### config.mk
export PLATFORM = sky130hd
export DESIGN_NAME = hdp_spi_cmd_sequencer
export DESIGN_NICKNAME = d
export VERILOG_FILES = /design/src/rtl/hdp_pkg.sv /design/src/rtl/hdp_init_rom.sv /design/src/rtl/hdp_spi_cmd_sequencer.sv
export SDC_FILE = /design/constraint.sdc
export NUM_CORES = 1
export LEC_CHECK = 0
export BUFFER_PORTS_ARGS = -buffer_cell sky130_fd_sc_hd__buf_2
export CAP_MARGIN = 20
export CORE_UTILIZATION = 51
export CTS_CLUSTER_DIAMETER = 100
export CTS_CLUSTER_SIZE = 24
export DETAILED_ROUTE_END_ITERATION = 10
export GPL_TIMING_DRIVEN = 0
export HOLD_SLACK_MARGIN = 0.15
export PLACE_DENSITY = 0.78
export SLEW_MARGIN = 20
export SYNTH_ARGS = -nofsm -noshare
export SYNTH_HDL_FRONTEND = slang
export SYNTH_SLANG_ARGS = --single-unit
### constraint.sdc
create_clock -name i_sys_clk -period 2.1 [get_ports i_sys_clk]
set_clock_uncertainty 0.15 [all_clocks]
set_input_delay 0.21 -clock i_sys_clk [delete_from_list [all_inputs] [get_ports i_sys_clk]]
set_output_delay 0.21 -clock i_sys_clk [all_outputs]
set_load 0.02 [all_outputs]
### src/rtl/hdp_pkg.sv
// Shared constants, FSM state encodings and power-up table for the HDP SPI command sequencer.
package hdp_pkg;
  localparam int WORD_WIDTH       = 8;
  localparam int ADDR_WIDTH       = 7;
  localparam int RW_BIT           = 7;
  localparam int DEF_INIT_LEN     = 8;
  localparam int DEF_BUSY_TIMEOUT = 4096;
  localparam int DEF_POST_GAP     = 64;
  localparam int ROM_DEPTH        = 8;

  localparam logic [2:0] ST_INIT_FETCH = 3'd0;
  localparam logic [2:0] ST_ISSUE      = 3'd1;
  localparam logic [2:0] ST_WAIT_HI    = 3'd2;
  localparam logic [2:0] ST_WAIT_LO    = 3'd3;
  localparam logic [2:0] ST_GAP        = 3'd4;
  localparam logic [2:0] ST_IDLE       = 3'd5;
  localparam logic [2:0] ST_RESPOND    = 3'd6;

  typedef struct packed {
    logic [ADDR_WIDTH-1:0] addr;
    logic [WORD_WIDTH-1:0] data;
  } init_entry_t;

  localparam init_entry_t INIT_TABLE [ROM_DEPTH] = '{
    '{7'h01, 8'h80}, '{7'h02, 8'h11}, '{7'h03, 8'h22}, '{7'h10, 8'h05},
    '{7'h11, 8'h0F}, '{7'h20, 8'hA0}, '{7'h21, 8'h3C}, '{7'h30, 8'h01}
  };

  function automatic logic [WORD_WIDTH-1:0] make_upper(input logic rw,
                                                       input logic [ADDR_WIDTH-1:0] addr);
    logic [WORD_WIDTH-1:0] v;
    v = '0;
    v[ADDR_WIDTH-1:0] = addr;
    v[RW_BIT] = rw;
    return v;
  endfunction
endpackage

### src/rtl/hdp_init_rom.sv
// Power-up register write table: index -> {addr, data}; out-of-range indices read as zero.
module hdp_init_rom
  import hdp_pkg::*;
#(
  parameter int INIT_LEN = DEF_INIT_LEN,
  parameter int IDX_W    = 4
)(
  input  logic [IDX_W-1:0] i_idx,
  output init_entry_t      o_entry
);
  always_comb begin
    o_entry = '0;
    for (int k = 0; k < ROM_DEPTH; k++) begin
      if (k < INIT_LEN && i_idx == IDX_W'(k)) o_entry = INIT_TABLE[k];
    end
  end
endmodule

### src/rtl/hdp_spi_cmd_sequencer.sv
// Sequences power-up register writes, then host read/write commands, onto an SPI master
// using start/busy handshaking with per-phase busy timeouts and a fixed post-transfer gap.
//
// state         | meaning
// INIT_FETCH    | load next power-up entry or finish init
// ISSUE         | first cycle of spi_start
// WAIT_HI       | spi_start held until busy_s rises
// WAIT_LO       | wait for busy_s to fall, then capture rx byte
// GAP           | POST_GAP idle cycles between transfers
// IDLE          | accept host commands
// RESPOND       | one-cycle response pulse
module hdp_spi_cmd_sequencer
  import hdp_pkg::*;
#(
  parameter int WORD_WIDTH   = hdp_pkg::WORD_WIDTH,
  parameter int INIT_LEN     = DEF_INIT_LEN,
  parameter int BUSY_TIMEOUT = DEF_BUSY_TIMEOUT,
  parameter int POST_GAP     = DEF_POST_GAP
)(
  input  logic                  i_sys_clk,
  input  logic                  i_reset,
  input  logic                  i_cmd_valid,
  output logic                  o_cmd_ready,
  input  logic                  i_cmd_rw,
  input  logic [6:0]            i_cmd_addr,
  input  logic [WORD_WIDTH-1:0] i_cmd_wdata,
  output logic                  o_rsp_valid,
  output logic [WORD_WIDTH-1:0] o_rsp_rdata,
  output logic                  o_rsp_error,
  output logic                  o_init_done,
  output logic                  o_init_fail,
  output logic                  o_spi_enable,
  output logic                  o_spi_start,
  output logic [WORD_WIDTH-1:0] o_spi_tx_upper,
  output logic [WORD_WIDTH-1:0] o_spi_tx_lower,
  input  logic                  i_spi_busy,
  input  logic [WORD_WIDTH-1:0] i_spi_rx_lower
);
  localparam int IDX_W = $clog2(INIT_LEN + 1);
  localparam int TMO_W = $clog2(BUSY_TIMEOUT + 1);
  localparam int GAP_W = $clog2(POST_GAP + 1);
  localparam logic [TMO_W-1:0] TMO_LOAD = TMO_W'(BUSY_TIMEOUT - 1);
  localparam logic [GAP_W-1:0] GAP_LOAD = GAP_W'(POST_GAP - 1);
  localparam logic [IDX_W-1:0] IDX_END  = IDX_W'(INIT_LEN);

  logic [2:0]            r_state;
  logic [IDX_W-1:0]      r_idx;
  logic [TMO_W-1:0]      r_tmo;
  logic [GAP_W-1:0]      r_gap;
  logic                  r_busy_m, r_busy_s;
  logic                  r_host, r_tmo_hit, r_init_done, r_init_fail;
  logic [WORD_WIDTH-1:0] r_tx_upper, r_tx_lower, r_rx, r_rsp_rdata;
  init_entry_t           w_rom;
  logic                  w_run, w_rsp_valid;

  hdp_init_rom #(.INIT_LEN(INIT_LEN), .IDX_W(IDX_W)) u_rom (
    .i_idx   (r_idx),
    .o_entry (w_rom)
  );

  // Decoded outputs are gated by reset so an in-flight spi_start drops within the reset cycle.
  assign w_run          = !i_reset;
  assign w_rsp_valid    = w_run && (r_state == ST_RESPOND);
  assign o_spi_enable   = w_run;
  assign o_spi_start    = w_run && (r_state == ST_ISSUE || r_state == ST_WAIT_HI);
  assign o_cmd_ready    = w_run && (r_state == ST_IDLE) && r_init_done;
  assign o_rsp_valid    = w_rsp_valid;
  assign o_rsp_error    = w_rsp_valid && r_tmo_hit;
  assign o_rsp_rdata    = r_rsp_rdata;
  assign o_init_done    = r_init_done;
  assign o_init_fail    = r_init_fail;
  assign o_spi_tx_upper = r_tx_upper;
  assign o_spi_tx_lower = r_tx_lower;

  always_ff @(posedge i_sys_clk) begin
    if (i_reset) begin
      r_state     <= ST_INIT_FETCH;
      r_idx       <= '0;
      r_tmo       <= '0;
      r_gap       <= '0;
      r_busy_m    <= 1'b0;
      r_busy_s    <= 1'b0;
      r_host      <= 1'b0;
      r_tmo_hit   <= 1'b0;
      r_init_done <= 1'b0;
      r_init_fail <= 1'b0;
      r_tx_upper  <= '0;
      r_tx_lower  <= '0;
      r_rx        <= '0;
      r_rsp_rdata <= '0;
    end else begin
      r_busy_m <= i_spi_busy;
      r_busy_s <= r_busy_m;
      case (r_state)
        ST_INIT_FETCH: begin
          if (r_idx == IDX_END) begin
            r_init_done <= 1'b1;
            r_state     <= ST_IDLE;
          end else begin
            r_tx_upper <= make_upper(1'b0, w_rom.addr);
            r_tx_lower <= w_rom.data;
            r_host     <= 1'b0;
            r_tmo_hit  <= 1'b0;
            r_tmo      <= TMO_LOAD;
            r_state    <= ST_ISSUE;
          end
        end
        ST_IDLE: begin
          if (i_cmd_valid && r_init_done) begin
            r_tx_upper <= make_upper(i_cmd_rw, i_cmd_addr);
            r_tx_lower <= i_cmd_rw ? '0 : i_cmd_wdata;
            r_host     <= 1'b1;
            r_tmo_hit  <= 1'b0;
            r_tmo      <= TMO_LOAD;
            r_state    <= ST_ISSUE;
          end
        end
        ST_ISSUE: begin
          r_tmo   <= r_tmo - 1'b1;
          r_state <= ST_WAIT_HI;
        end
        ST_WAIT_HI: begin
          if (r_busy_s) begin
            r_tmo   <= TMO_LOAD;
            r_state <= ST_WAIT_LO;
          end else if (r_tmo == '0) begin
            r_tmo_hit <= 1'b1;
            if (!r_host) r_init_fail <= 1'b1;
            r_gap   <= GAP_LOAD;
            r_state <= ST_GAP;
          end else begin
            r_tmo <= r_tmo - 1'b1;
          end
        end
        ST_WAIT_LO: begin
          if (!r_busy_s) begin
            r_rx    <= i_spi_rx_lower;
            r_gap   <= GAP_LOAD;
            r_state <= ST_GAP;
          end else if (r_tmo == '0) begin
            r_tmo_hit <= 1'b1;
            if (!r_host) r_init_fail <= 1'b1;
            r_gap   <= GAP_LOAD;
            r_state <= ST_GAP;
          end else begin
            r_tmo <= r_tmo - 1'b1;
          end
        end
        ST_GAP: begin
          if (r_gap == '0) begin
            if (r_host) begin
              r_rsp_rdata <= (r_tx_upper[RW_BIT] && !r_tmo_hit) ? r_rx : '0;
              r_state     <= ST_RESPOND;
            end else begin
              r_idx   <= r_idx + 1'b1;
              r_state <= ST_INIT_FETCH;
            end
          end else begin
            r_gap <= r_gap - 1'b1;
          end
        end
        ST_RESPOND: r_state <= ST_IDLE;
        default:    r_state <= ST_INIT_FETCH;
      endcase
    end
  end
endmodule

==> results of run 1 <==
-- per-layer routing --
metal / global-route usage [%] / up-vias / part of all wire, %
met3: 6.133 / 37 / 5.7
met5: 0 / - / 0
met1: 35.88 / 1715 / 41
met4: 15.87 / 0 / 3.5
met2: 47.52 / 161 / 49
li1: - / 1726 / -
-- synth_stat cells (3+ instances only) --
master    number  share of area, %
buf_4          3              0.66
nor3_1        15               2.2
nor2b_1       11               2.0
buf_2          6              0.88
ha_1           7               2.6
nand3_1       17               2.5
dfxtp_1       65                38
or3_1          5              0.92
and3_1         7               1.3
o21ai_0       30               4.4
a211oi_1      13               2.9
xnor2_1        3              0.77
xor2_1         7               1.8
nand2b_1      10               1.8
a211oi_2       3               1.1
inv_1         18               2.0
nor2_1        37               4.1
nand2_1       48               5.3
a21oi_1       45               6.6
and2_1         6               1.1
mux2i_1        3              0.88
nand4_1        4              0.74
nor3b_1        4              0.88
a31oi_1        4              0.74
clkbuf_1      15               1.7
a22oi_1        5               1.1
-- power groups by stage --
stage	Combinational (mW)	Sequential (mW)	Clock, mW
global route	2.27	1.72	1.43
global placement	1.64	1.67	0
finish	2.08	1.69	1.37
CTS	1.84	1.66	1.35
detailed placement	1.68	1.68	0
floorplan	1.20	1.71	0
-- path summary, 6_finish.rpt --
kind                               from                        endpoint  slack, ps  cells past startpoint
setup / recovery  r_idx[0]$_SDFFE_PP0P_  o_spi_tx_upper[0]$_SDFFE_PP0P_         30                      8
hold reg to reg     r_busy_m$_SDFF_PP0_             r_busy_s$_SDFF_PP0_        310                      1
setup reg to reg  r_idx[0]$_SDFFE_PP0P_  o_spi_tx_upper[0]$_SDFFE_PP0P_         30                      8
hold / removal                  i_reset          r_tmo[11]$_SDFFE_PP0P_        260                      3
-- cell families (layout without fill, tap and decap cells) --
family                     Yosys count  count (layout)  synth area share (%)
AOI/OAI and AO/OA                  120             121                 22.35
xor gates and xnor gates            10              10                 2.581
adders and majority gates            8               8                 2.876
buffers and inverters               46             152                 5.863
DFF                                 65              65                 38.35
muxes                                3               3                0.8850
and+or+nand+nor                    179             179                 27.10
-- flip-flops by register name, summed over array words and instances (netlist names) --
name and flops:
o_init_done 1, o_init_fail 1, o_rsp_rdata 8, o_spi_tx_lower 8, o_spi_tx_upper 8, r_busy_m 1
r_busy_s 1, r_gap 7, r_host 1, r_idx 4, r_rx 8, r_state 3
r_tmo 13, r_tmo_hit 1
-- stage by stage --
step	utilization, %	setup slack (ps)	TNS [ps]	total power [mW]	hold WS, ps
floorplan	-	13.74	0	2.919	188.2
global placement	59.19	-240.6	-3186	3.305	268.8
CTS	68.42	-8.252	-8.252	4.855	225.3
global route	71.14	-36.72	-130.4	5.419	282.6
finish	71.14	26.04	0	5.134	256.6
detailed placement	59.19	-249.6	-4340	3.359	272.9
-- repair_timing --
action / CTS / global route
setup buffers: 3 / 7
hold buffers: 25 / 0
hold endpoints to repair: 25 / 0
gates resized for setup: 21 / 44
pin swaps: 2 / 10
gates cloned: 0 / 1
setup endpoints to repair: 41 / 48
-- critical path, stage by stage, from the launching register on --
cell and delay [ps]:
dfxtp_4 380, inv_2 60, ha_4 150, and3b_2 210, or3_4 410, a21oi_4 190
buf_4 160, o21ai_1 90, a21oi_1 200
-- area by class of cell --
cell class,count,area [µm²]
fillers,492,1843
clock buffers,10,137.6
repair buffers,92,613.1
plain buffers,25,155.1
well taps,77,96.34
flip-flops and latches,65,1318
multi-input cells,321,2037
clock inverters,6,115.1
inverters,19,71.32
==> impl_metrics.env, run 1 <==
export IMPL_outcome="finished, final reports clean"
export IMPL_grt_pass1_vias=3469
export IMPL_power_share_clock_pct=26.6
export IMPL_drv_slew=0
export IMPL_cp_end_kind="flip-flop"
export IMPL_dr_pass1_iters=5
export IMPL_numCtsBuffers=9
export IMPL_dp_cells=565
export IMPL_wl_per_cell_um=17.04
export IMPL_drc=0
export IMPL_io_buffers=57
export IMPL_fin_cells=615
export IMPL_min_path_type="in -> reg"
export IMPL_final_nets=568
export IMPL_fin_crit_sh_pct=98.76
export IMPL_grt_max_degree=13
export IMPL_globalRoute_totalOverflow=0
export IMPL_syn_nets=466
export IMPL_ys_seq_elements=65
export IMPL_seq_power_share_pct=32.8
export IMPL_clk_path_buf_depth=2
export IMPL_io_pins=59
export IMPL_p_per_area_mw_per_mm2=1130
export IMPL_start_kind="flip-flop"
export IMPL_cts_sinks=65
export IMPL_routed_wl_mm=10.48
export IMPL_synth_edf_count=0
export IMPL_gp_congestion=0.9003
export IMPL_p_comb_share_pct=40.6
export IMPL_cp_data_arrival_time_ps=2200
export IMPL_cp_required_ps=2220
export IMPL_async_reset_ff_share_pct=0
export IMPL_ys_flop_type="dfxtp_1"
export IMPL_drt_initial_drc_count=387
export IMPL_leakage_nw=1.869
export IMPL_max_slew_margin_rel_pct=53.84
export IMPL_p_switching_mw=1.953
export IMPL_peakVddDrop_mv=0.6572
export IMPL_design_area_mm2=0.004543
export IMPL_dp_hpwl_mm=6.353
export IMPL_critPathMaxFanout=5
export IMPL_ctsHtreeMaxLevel=3
export IMPL_final_cell_mix="buf_2 (59), dfxtp_1 (58), nand2_1 (47)"
export IMPL_syn_cell_area_mm2=0.003393
export IMPL_final_hold_violation_count=0
export IMPL_syn_inst=431
export IMPL_final_common_cell="buf_2"
export IMPL_antenna_found_initial=0
export IMPL_die_h_um=83.57
export IMPL_diodes=0
export IMPL_switching_share_pct=38.04
export IMPL_timing_worst_setup_path_type="reg -> reg"
export IMPL_p_int_mw=3.181
export IMPL_fp_dieArea_mm2=0.006984
export IMPL_core_area_mm2=0.006386
export IMPL_syn_area_per_cell_um2=7.873
export IMPL_area_growth_pct=33.89
export IMPL_ys_warnings_count=0
export IMPL_cts_root_buf="clkbuf_8"
export IMPL_clkTransAtPathRegs_ps=80
export IMPL_via_per_inst=5.917
export IMPL_final_min_clock_period_ps=2074
export IMPL_antenna_left=0
export IMPL_fmax_mhz=482.2
export IMPL_gr_usage_all_layers_pct=29.14
export IMPL_tritoncts="done"
export IMPL_die_w_um=83.57
export IMPL_grt_pass1_wl_mm=16.46
export IMPL_tightest_slew_ps=692.4
export IMPL_drive_gt1_share_pct=26.39
export IMPL_yosysSeqAreaShare_pct=38.35
export IMPL_post_dp_cell_area_mm2=0.003780
export IMPL_via_count=3639
export IMPL_synth_distinct_cells=59
export IMPL_clk_latency_ps=350
export IMPL_setup_violations=0
export IMPL_row_count=29
export IMPL_start_util_pct=53.13
export IMPL_maxCapViolations=0
Note: power is estimated with default switching activity, not from simulation.
==> run 2: changes to the inputs <==
--- a/config.mk
+++ b/config.mk
@@ -7,13 +7,13 @@
 export LEC_CHECK = 0
 export BUFFER_PORTS_ARGS = -buffer_cell sky130_fd_sc_hd__buf_2
 export CAP_MARGIN = 20
-export CORE_UTILIZATION = 51
+export CORE_UTILIZATION = 55
 export CTS_CLUSTER_DIAMETER = 100
 export CTS_CLUSTER_SIZE = 24
 export DETAILED_ROUTE_END_ITERATION = 10
 export GPL_TIMING_DRIVEN = 0
 export HOLD_SLACK_MARGIN = 0.15
-export PLACE_DENSITY = 0.78
+export PLACE_DENSITY = 0.8
 export SLEW_MARGIN = 20
 export SYNTH_ARGS = -nofsm -noshare
 export SYNTH_HDL_FRONTEND = slang
==> constraint.sdc (replaced) <==
create_clock -name i_sys_clk -period 2.55 [get_ports i_sys_clk]
set_clock_uncertainty 0.15 [all_clocks]
set_input_delay 0.255 -clock i_sys_clk [delete_from_list [all_inputs] [get_ports i_sys_clk]]
set_output_delay 0.255 -clock i_sys_clk [all_outputs]
set_load 0.02 [all_outputs]
==> impl_metrics.env, run 2 (synthesized netlist as in run 1, its figures left out) <==
export IMPL_outcome="finished, final reports clean"
export IMPL_path_buf_inv=1
export IMPL_drive_gt1_share_pct=18.34
export IMPL_peakVddDrop_mv=0.5601
export IMPL_final_min_clock_period_ps=2382
export IMPL_tritoncts="done"
export IMPL_die_h_um=80.55
export IMPL_start_util_pct=57.31
export IMPL_preCtsSetupSlack_ps=195.6
export IMPL_start_kind="flip-flop"
export IMPL_min_path_type="in -> reg"
export IMPL_core_area_mm2=0.005921
export IMPL_tns_ps=0
export IMPL_drv_slew=0
export IMPL_maxCapViolations=0
export IMPL_hold_slack_ps=247.3
export IMPL_reg2reg_depth=7
export IMPL_timing_worst_setup_path_type="reg -> reg"
export IMPL_power_share_clock_pct=25.1
export IMPL_wl_met3_um=550
export IMPL_diodes=0
export IMPL_globalRoute_totalOverflow=0
export IMPL_final_cell_mix="dfxtp_1 (65), buf_2 (63), nand2_1 (48)"
export IMPL_dp_hpwl_mm=6.171
export IMPL_grt_max_degree=13
export IMPL_io_pins=59
export IMPL_final_common_cell="dfxtp_1"
export IMPL_die_w_um=80.55
export IMPL_clk_path_buf_depth=2
export IMPL_tightest_slew_ps=637.7
export IMPL_final_hold_violation_count=0
export IMPL_final_nets=559
export IMPL_fmax_mhz=419.8
export IMPL_row_count=28
export IMPL_finalWorstSetupSlack_ps=167.7
export IMPL_p_per_area_mw_per_mm2=883.2
export IMPL_path_cells="inv_1 -> ha_1 -> nor3b_1 -> and4b_1 -> a211oi_2 -> a21oi_1 -> a211oi_1"
export IMPL_design_area_mm2=0.004239
export IMPL_cp_data_arrival_time_ps=2490
export IMPL_gr_usage_all_layers_pct=30.26
export IMPL_via_per_inst=5.843
export IMPL_drc=0
export IMPL_critPathMaxFanout=8
export IMPL_wl_met1_mm=3.938
export IMPL_highest_signal_layer="met4"
export IMPL_io_buffers=57
export IMPL_path_depth=7
export IMPL_drt_initial_drc_count=233
export IMPL_area_growth_pct=24.93
export IMPL_via_count=3529
export IMPL_p_switching_mw=1.465
export IMPL_max_slew_margin_rel_pct=57.49
export IMPL_routed_wl_mm=9.359
export IMPL_rsz0062_at_grt="no"
export IMPL_p_int_mw=2.279
export IMPL_fp_dieArea_mm2=0.006488
export IMPL_wl_met2_mm=4.677
export IMPL_cts_root_buf="clkbuf_8"
export IMPL_regMostFlops="r_tmo"
export IMPL_clkTransAtPathRegs_ps=70
export IMPL_antenna_found_initial=0
export IMPL_antenna_left=0
export IMPL_dr_pass1_iters=5
export IMPL_cts_sinks=65
export IMPL_post_cts_setup_buffers=0
export IMPL_critPathMaxStageDelay_ps=600
export IMPL_crit_family="compound AO/OA/AOI/OAI gates"
export IMPL_cp_required_ps=2660
export IMPL_grt_pass1_wl_mm=14.88
export IMPL_leakage_nw=1.744
export IMPL_clk_latency_ps=350
export IMPL_cp_end_kind="flip-flop"
export IMPL_ctsHtreeMaxLevel=3
export IMPL_fin_crit_sh_pct=93.42
export IMPL_switching_share_pct=39.13
export IMPL_gp_congestion=0.8735
export IMPL_hold_depth=3
export IMPL_numCtsBuffers=9
export IMPL_largest_register_ffs=13
export IMPL_p_comb_share_pct=38.4
export IMPL_post_dp_cell_area_mm2=0.003772
export IMPL_setup_violations=0
export IMPL_wl_per_cell_um=15.50
export IMPL_grt_pass1_vias=3219
export IMPL_seq_power_share_pct=36.6
export IMPL_fin_util_pct=71.60
export IMPL_cp_slowest_cell="a211oi_2"
-- run 2: cell types whose count changed in the layout (fill, tap and decap cells not counted), moves of 4 or more --
cell | before | now
buf_2 | 59 | 63
buf_4 | 13 | 3
buf_6 | 5 | 1
clkbuf_1 | 11 | 15
dfxtp_1 | 58 | 65
dfxtp_2 | 4 | 0
inv_1 | 14 | 18
inv_2 | 4 | 0
-- run 2: worst reg2reg max path: cells and delay by family (launching register included) --
family	cells	cell delay (ps)
AOI/OAI and AO/OA	3	990
adders and majority gates	1	250
buffers and inverters	1	60
DFF	1	400
and+or+nand+nor	2	440
-- run 2: area by class of cell --
class                      count  area [µm²]
clock buffer                  11       151.4
tap                           75       93.84
clock inverter                 5       63.81
fill                         486        1682
buffer                        27       128.9
sequential                    65        1301
multi-input combinational    320        1893
inverter                      19       71.32
timing repair buffer          82       535.5
-- run 2: final timing paths --
kind                                             from                endpoint  slack [ps]
worst max register to register  r_tmo[0]$_SDFFE_PP0P_   r_tmo[7]$_SDFFE_PP0P_         170
worst min register to register    r_busy_m$_SDFF_PP0_     r_busy_s$_SDFF_PP0_         290
worst min-delay path                          i_reset  r_tmo[11]$_SDFFE_PP0P_         250
worst max-delay path            r_tmo[0]$_SDFFE_PP0P_   r_tmo[7]$_SDFFE_PP0P_         170
-- run 2: routing by layer --
metal / GRT usage (%) / vias to the layer above
li1: - / 1717
met1: 37.15 / 1647
met2: 50.34 / 144
met3: 5.114 / 21
met4: 15.71 / 0
met5: 0 / -
-- run 2: metrics by stage --
step                      power, mW  instances
after CTS                     3.730        604
final                         3.744        604
after floorplan               2.403        431
after global placement        2.715        563
after detailed placement      2.769        563
after global routing          3.974        604
-- run 2: power by group through the flow --
stage | Clock, mW | Combinational [mW] | Sequential, mW
4_1_cts | 0.948 | 1.42 | 1.36
3_5_place_dp | 0 | 1.38 | 1.39
6_report | 0.938 | 1.44 | 1.37
3_3_place_gp | 0 | 1.34 | 1.37
2_1_floorplan | 0 | 0.990 | 1.41
5_1_grt | 0.994 | 1.58 | 1.40
-- run 2: what timing repair did --
item,CTS,global route
resized for setup,0,1
endpoints found under the setup margin,0,1
hold buffers,25,0
hold endpoints to repair,25,0
